**src/rtl/sad_search_ctrl.sv**
```systemverilog
// Block-matching search controller. It sums the per-beat SAD returned by an
// external combinational core over NUM_BLK candidate blocks and reports the lowest sum.
module sad_search_ctrl #(
    parameter int N_BEATS = 16,
    parameter int NUM_BLK = 4,
    parameter int ACC_W   = 8
) (
    input  logic             clk,
    input  logic             rst_n,
    input  logic             start,
    input  logic             abort,
    input  logic             in_valid,
    output logic             in_ready,
    input  logic [1:0]       in_ref,
    input  logic [7:0]       in_cand,
    output logic [1:0]       core_ref,
    output logic [7:0]       core_cand,
    input  logic [2:0]       core_sad,
    output logic             out_valid,
    input  logic             out_ready,
    output logic [ACC_W-1:0] best_sad,
    output logic [3:0]       best_idx,
    output logic             sat,
    output logic             busy
);
    typedef enum logic [1:0] {
        IDLE = 2'd0,
        RUN  = 2'd1,
        CMP  = 2'd2,
        DONE = 2'd3
    } state_t;

    localparam int              BW        = $clog2(N_BEATS);
    localparam logic [BW-1:0]   LAST_BEAT = BW'(N_BEATS - 1);
    localparam logic [BW-1:0]   ONE_BEAT  = BW'(1);
    localparam logic [3:0]      LAST_BLK  = 4'(NUM_BLK - 1);
    localparam logic [ACC_W-1:0] ACC_MAX  = {ACC_W{1'b1}};

    state_t           state_r;
    state_t           state_nxt_s;
    logic [ACC_W-1:0] acc_r;
    logic [BW-1:0]    beat_cnt_r;
    logic [3:0]       blk_cnt_r;
    logic [ACC_W-1:0] best_sad_r;
    logic [3:0]       best_idx_r;
    logic             sat_r;

    logic [ACC_W:0]   sum_s;
    logic             ovf_s;
    logic [ACC_W-1:0] acc_nxt_s;
    logic             beat_acc_s;
    logic             last_beat_s;
    logic             last_blk_s;

    assign core_ref    = in_ref;
    assign core_cand   = in_cand;

    assign sum_s       = {1'b0, acc_r} + (ACC_W + 1)'(core_sad);
    assign ovf_s       = sum_s[ACC_W];
    assign acc_nxt_s   = ovf_s ? ACC_MAX : sum_s[ACC_W-1:0];
    assign beat_acc_s  = in_valid && (state_r == RUN);
    assign last_beat_s = (beat_cnt_r == LAST_BEAT);
    assign last_blk_s  = (blk_cnt_r == LAST_BLK);

    assign in_ready    = (state_r == RUN);
    assign out_valid   = (state_r == DONE);
    assign busy        = (state_r != IDLE);
    assign best_sad    = best_sad_r;
    assign best_idx    = best_idx_r;
    assign sat         = sat_r;

    // State register.
    always_ff @(posedge clk or negedge rst_n) begin
        if (!rst_n) begin
            state_r <= IDLE;
        end else begin
            state_r <= state_nxt_s;
        end
    end

    // Next-state logic; abort outranks every other transition outside IDLE.
    always_comb begin
        state_nxt_s = state_r;
        if (abort && (state_r != IDLE)) begin
            state_nxt_s = IDLE;
        end else begin
            case (state_r)
                IDLE:    state_nxt_s = start ? RUN : IDLE;
                RUN:     state_nxt_s = (beat_acc_s && last_beat_s) ? CMP : RUN;
                CMP:     state_nxt_s = last_blk_s ? DONE : RUN;
                DONE:    state_nxt_s = out_ready ? IDLE : DONE;
                default: state_nxt_s = IDLE;
            endcase
        end
    end

    // Accumulator, counters and best-result registers.
    always_ff @(posedge clk or negedge rst_n) begin
        if (!rst_n) begin
            acc_r      <= {ACC_W{1'b0}};
            beat_cnt_r <= {BW{1'b0}};
            blk_cnt_r  <= 4'd0;
            best_sad_r <= {ACC_W{1'b0}};
            best_idx_r <= 4'd0;
            sat_r      <= 1'b0;
        end else begin
            case (state_r)
                IDLE: begin
                    if (start) begin
                        acc_r      <= {ACC_W{1'b0}};
                        beat_cnt_r <= {BW{1'b0}};
                        blk_cnt_r  <= 4'd0;
                        best_sad_r <= ACC_MAX;
                        best_idx_r <= 4'd0;
                        sat_r      <= 1'b0;
                    end
                end
                RUN: begin
                    if (!abort && beat_acc_s) begin
                        acc_r      <= acc_nxt_s;
                        beat_cnt_r <= beat_cnt_r + ONE_BEAT;
                        if (ovf_s) begin
                            sat_r <= 1'b1;
                        end
                    end
                end
                CMP: begin
                    if (!abort) begin
                        // Strict compare so a tie keeps the earlier block.
                        if (acc_r < best_sad_r) begin
                            best_sad_r <= acc_r;
                            best_idx_r <= blk_cnt_r;
                        end
                        if (!last_blk_s) begin
                            blk_cnt_r  <= blk_cnt_r + 4'd1;
                            acc_r      <= {ACC_W{1'b0}};
                            beat_cnt_r <= {BW{1'b0}};
                        end
                    end
                end
                DONE: begin
                end
                default: begin
                end
            endcase
        end
    end

endmodule
```
**config.mk**
```make
export PLATFORM = sky130hd
export DESIGN_NAME = sad_search_ctrl
export DESIGN_NICKNAME = d
export VERILOG_FILES = /design/src/rtl/sad_search_ctrl.sv
export SDC_FILE = /design/constraint.sdc
export NUM_CORES = 1
export LEC_CHECK = 0
export CAP_MARGIN = 20
export CORE_ASPECT_RATIO = 0.8
export CORE_MARGIN = 10
export CORE_UTILIZATION = 50
export DETAILED_ROUTE_END_ITERATION = 16
export GPL_TIMING_DRIVEN = 0
export PLACE_DENSITY = 0.8
export SLEW_MARGIN = 20
export SYNTH_ARGS = -nofsm -noshare
export SYNTH_HDL_FRONTEND = slang
export SYNTH_SLANG_ARGS = --single-unit
```
**constraint.sdc**
```tcl
create_clock -name clk -period 2.2 [get_ports clk]
set_clock_uncertainty 0.05 [all_clocks]
set_input_delay 0.66 -clock clk [delete_from_list [all_inputs] [get_ports clk]]
set_output_delay 0.66 -clock clk [all_outputs]
set_load 0.05 [all_outputs]
```
==> results by group <==
Final layout
  – Fill count: 323
  – Share of cells above drive strength 1: 18.1%
  – Fin cells: 309
  – Synth-to-layout area growth: 27.3%
  – Most frequent cells in the layout: dfrtp_1 (31), dlygate4sd2_1 (20), nand2_1 (18)
  – Antenna cells: 0
  – # nets final: around 290
  – Most common cell after layout, fill and taps aside: dfrtp_1

Setup path
  – Worst Reg-to-Reg Cells: 6
  – Crit path launch type: input pin
  – Worst EP arrival: 2.28 ns
  – CP Class: input pin to flop
  – Critical R2R Capture: best_sad[6]
  – Data required, critical path: 2.33 ns
  – Worst r2r src: acc_r[7]
  – Max FO, Critical Path: 5
  – R2R Setup Slk: 0.18 ns
  – Crit path capture type: flop

Timing
  – Slew margin rel.: 54.4%
  – Min Tclk post-route: 2.15 ns
  – Hold Vio Cnt, Final: 0
  – Max Slew Vio Count: 0
  – Fin worst setup slack: 0.0545 ns
  – Tcrit/Tclk final: between 90 and 100%
  – Worst-margin pin slew: 0.684 ns
  – Endpoints failing setup: 0
  – Maximum clock frequency: 466 MHz
  – RSZ-0062 raised after global routing: no

GRT
  – M3 GR Usage: between 4 and 5%
  – Largest net degree at the start of global routing: 32
  – Global-route wire length before repair: 8.00 mm
  – GR peak layer: met2
  – Initial antenna violation count: 0
  – Vias in the first global route: 1641
  – Met1 Track Usage GR: 17.1%
  – GRT Total Usage: a little over an eighth
  – GRT met2 Usage: 21.7%
  – Overflow after GRT: 0

CTS
  – Worst skew pair latency: 0.29 ns
  – H-tree depth: 2
  – Clk root buf: clkbuf_8
  – Hold Buf Count CTS: 0
  – CTS tree: built
  – Bufs on Longest Clock Path: 2
  – CTS clk-pin slew, worst paths: approximately 0.070 ns
  – Num CTS Buffers: 5
  – CTS Sinks: 31

Place
  – Place WS: -0.576 ns
  – Dpl hpwl: 3.33 mm
  – I/O Buffers: 34
  – Cell count after placement: 299
  – Gpl congestion: between 0.8 and 0.9

Routing
  – # DRC: 0
  – 1st-pass router iterations: 4
  – Via density: 5.45
  – Via count: 1685
  – Wire length per cell: 15.2 µm
  – Initial DRC count: between 70 and 80
  – Total Routed Length: between 4 and 5 mm
  – Final ANT Viol Nets: 0

Logic synthesis
  – Distinct cells, synth: 39
  – Combinational family with the most area after synthesis: simple AND/OR/NAND/NOR gates
  – Syn avg cell area: slightly above 9 µm²
  – Mapped Area: 0.00196 mm²
  – Synth Instances: 210
  – Synth top area share: 39.5%
  – Synth warnings: 0
  – Sequential cell area fraction in the yosys report: 39.5%
  – Compound-Gate Fraction of Synth Area: 17.0%
  – Yosys reg bits: 31
  – XOR/XNOR share of the synthesized area: 0.892%
  – Area contributors post-synth: dfrtp_1 (39%), ha_1 (7.6%), buf_4 (5.0%)
  – Post-synthesis adder-cell area fraction: roughly 8.7%
  – Mux contribution to synthesized area: 0%
  – Post-synthesis simple-gate area fraction: around a quarter
  – Post-synth top area cell: dfrtp_1
  – Synth Net Count: 242

Floorplanning
  – Rows: 20
  – Die Y: 76.1 µm
  – Starting Density: 51.6%
  – CORE AREA: 0.00380 mm²
  – I/O pins: 45
  – Die area: about 0.0069 mm²
  – Die X-Extent: 90.1 µm

Run
  – Max Cap Viol: 0

Min path
  – Worst min path class: input pin to asynchronous set/reset pin

Status
  – Outcome: complete, no violations

Power and ir drop
  – Power Dens Cells: between 500 and 600 mW/mm²
  – Leak Pwr: 1.28 nW
  – Peak supply drop: 0.360 mV
where the power goes:
| group | switching [mW] | internal [mW] | total, mW |
|---|---|---|---|
| sequential | 0.0421 | 0.603 | 0.645 |
| clock | 0.231 | 0.216 | 0.447 |
| combinational | 0.178 | 0.122 | 0.300 |
| total | 0.451 | 0.941 | 1.39 |
stage by stage:
stage / instance area [µm²] / power, mW / setup TNS [ns] / utilization [%] / hold slack, ns
after global placement: 2380 / 0.940 / -14.29 / 62.6 / 0.436
after detailed placement: 2380 / 0.946 / -9.11 / 62.5 / 0.432
after floorplan: 1970 / 0.848 / 0 / - / 0.314
after CTS: 2480 / 1.38 / 0 / 65.2 / 0.388
final: 2500 / 1.39 / 0 / 65.7 / 0.353
after global routing: 2500 / 1.46 / 0 / 65.7 / 0.417
per-layer routing:
layer / vias up / part of all wire, %
met3: 6 / 5.7
li1: 839 / -
met2: 48 / 47
met5: - / 0
met4: 0 / 1.4
met1: 792 / 46
critical path, stage by stage:
cell and delay (ns):
dlygate4sd2_1 0.25, ha_2 0.20, fa_2 0.34, and2_4 0.17, o21a_4 0.23, nand3_4 0.09
o21ai_0 0.08, a22o_1 0.24
worst max-delay path by stage:
stage                 from       end  slack, ns  cells after the start
3_5_place_dp   core_sad[0]  acc_r[3]      -0.58                      8
6_report       core_sad[0]  acc_r[3]       0.05                      8
2_1_floorplan  core_sad[0]  acc_r[3]       0.03                      7
4_1_cts         state_r[1]  in_ready     0.0003                      4
3_3_place_gp   core_sad[0]  acc_r[3]      -0.53                      8
5_1_grt        core_sad[0]  acc_r[3]       0.01                      8
kinds of logic (layout without fill, tap and decap cells):
group	count (synthesis)	count (layout)
adders and majority gates	13	13
AOI/OAI and AO/OA	47	47
buffers and inverters	32	76
and+or+nand+nor	85	85
xor gates and xnor gates	2	2
DFF	31	31
timing repair:
item | 4_1_cts | 5_1_grt
gates resized for setup | 46 | 13
endpoints found under the setup margin | 31 | 25
buffers inserted | 2 | 0
pin swaps | 2 | 2
sequential cells by signal, summed over array words and instances (netlist names):
signal	flops
best_sad	8
beat_cnt_r	4
best_idx	4
state_r	2
sat	1
acc_r	8
blk_cnt_r	4
cell usage after synthesis, drive strengths merged:
library cell / number
o21a: 4
nand2b: 4
nor2: 14
and2: 4
or3: 1
buf: 16
nand2: 18
nand4: 7
a2111oi: 1
a21o: 4
o221ai: 4
a31oi: 1
inv: 13
a41oi: 1
xor2: 2
and3: 3
a22o: 5
a211oi: 1
and2b: 1
a21oi: 7
and4b: 8
o21ai: 14
a311oi: 2
clkbuf: 3
nor3: 8
o311a: 1
nand3: 5
fa: 1
nor4b: 1
a21boi: 2
and3b: 1
ha: 12
nor2b: 1
dfrtp: 31
nor3b: 9
cell type report:
class	count	area, µm²	area share (%)
Multi-Input combinational cell	147	1050	42.1
Sequential cell	31	776	31.0
Timing Repair Buffer	36	335	13.4
Tap cell	55	68.8	2.75
Buffer	19	134	5.36
Clock inverter	3	15.0	0.601
Inverter	13	48.8	1.95
Clock buffer	5	68.8	2.75
(Power assumes the default switching activity.)
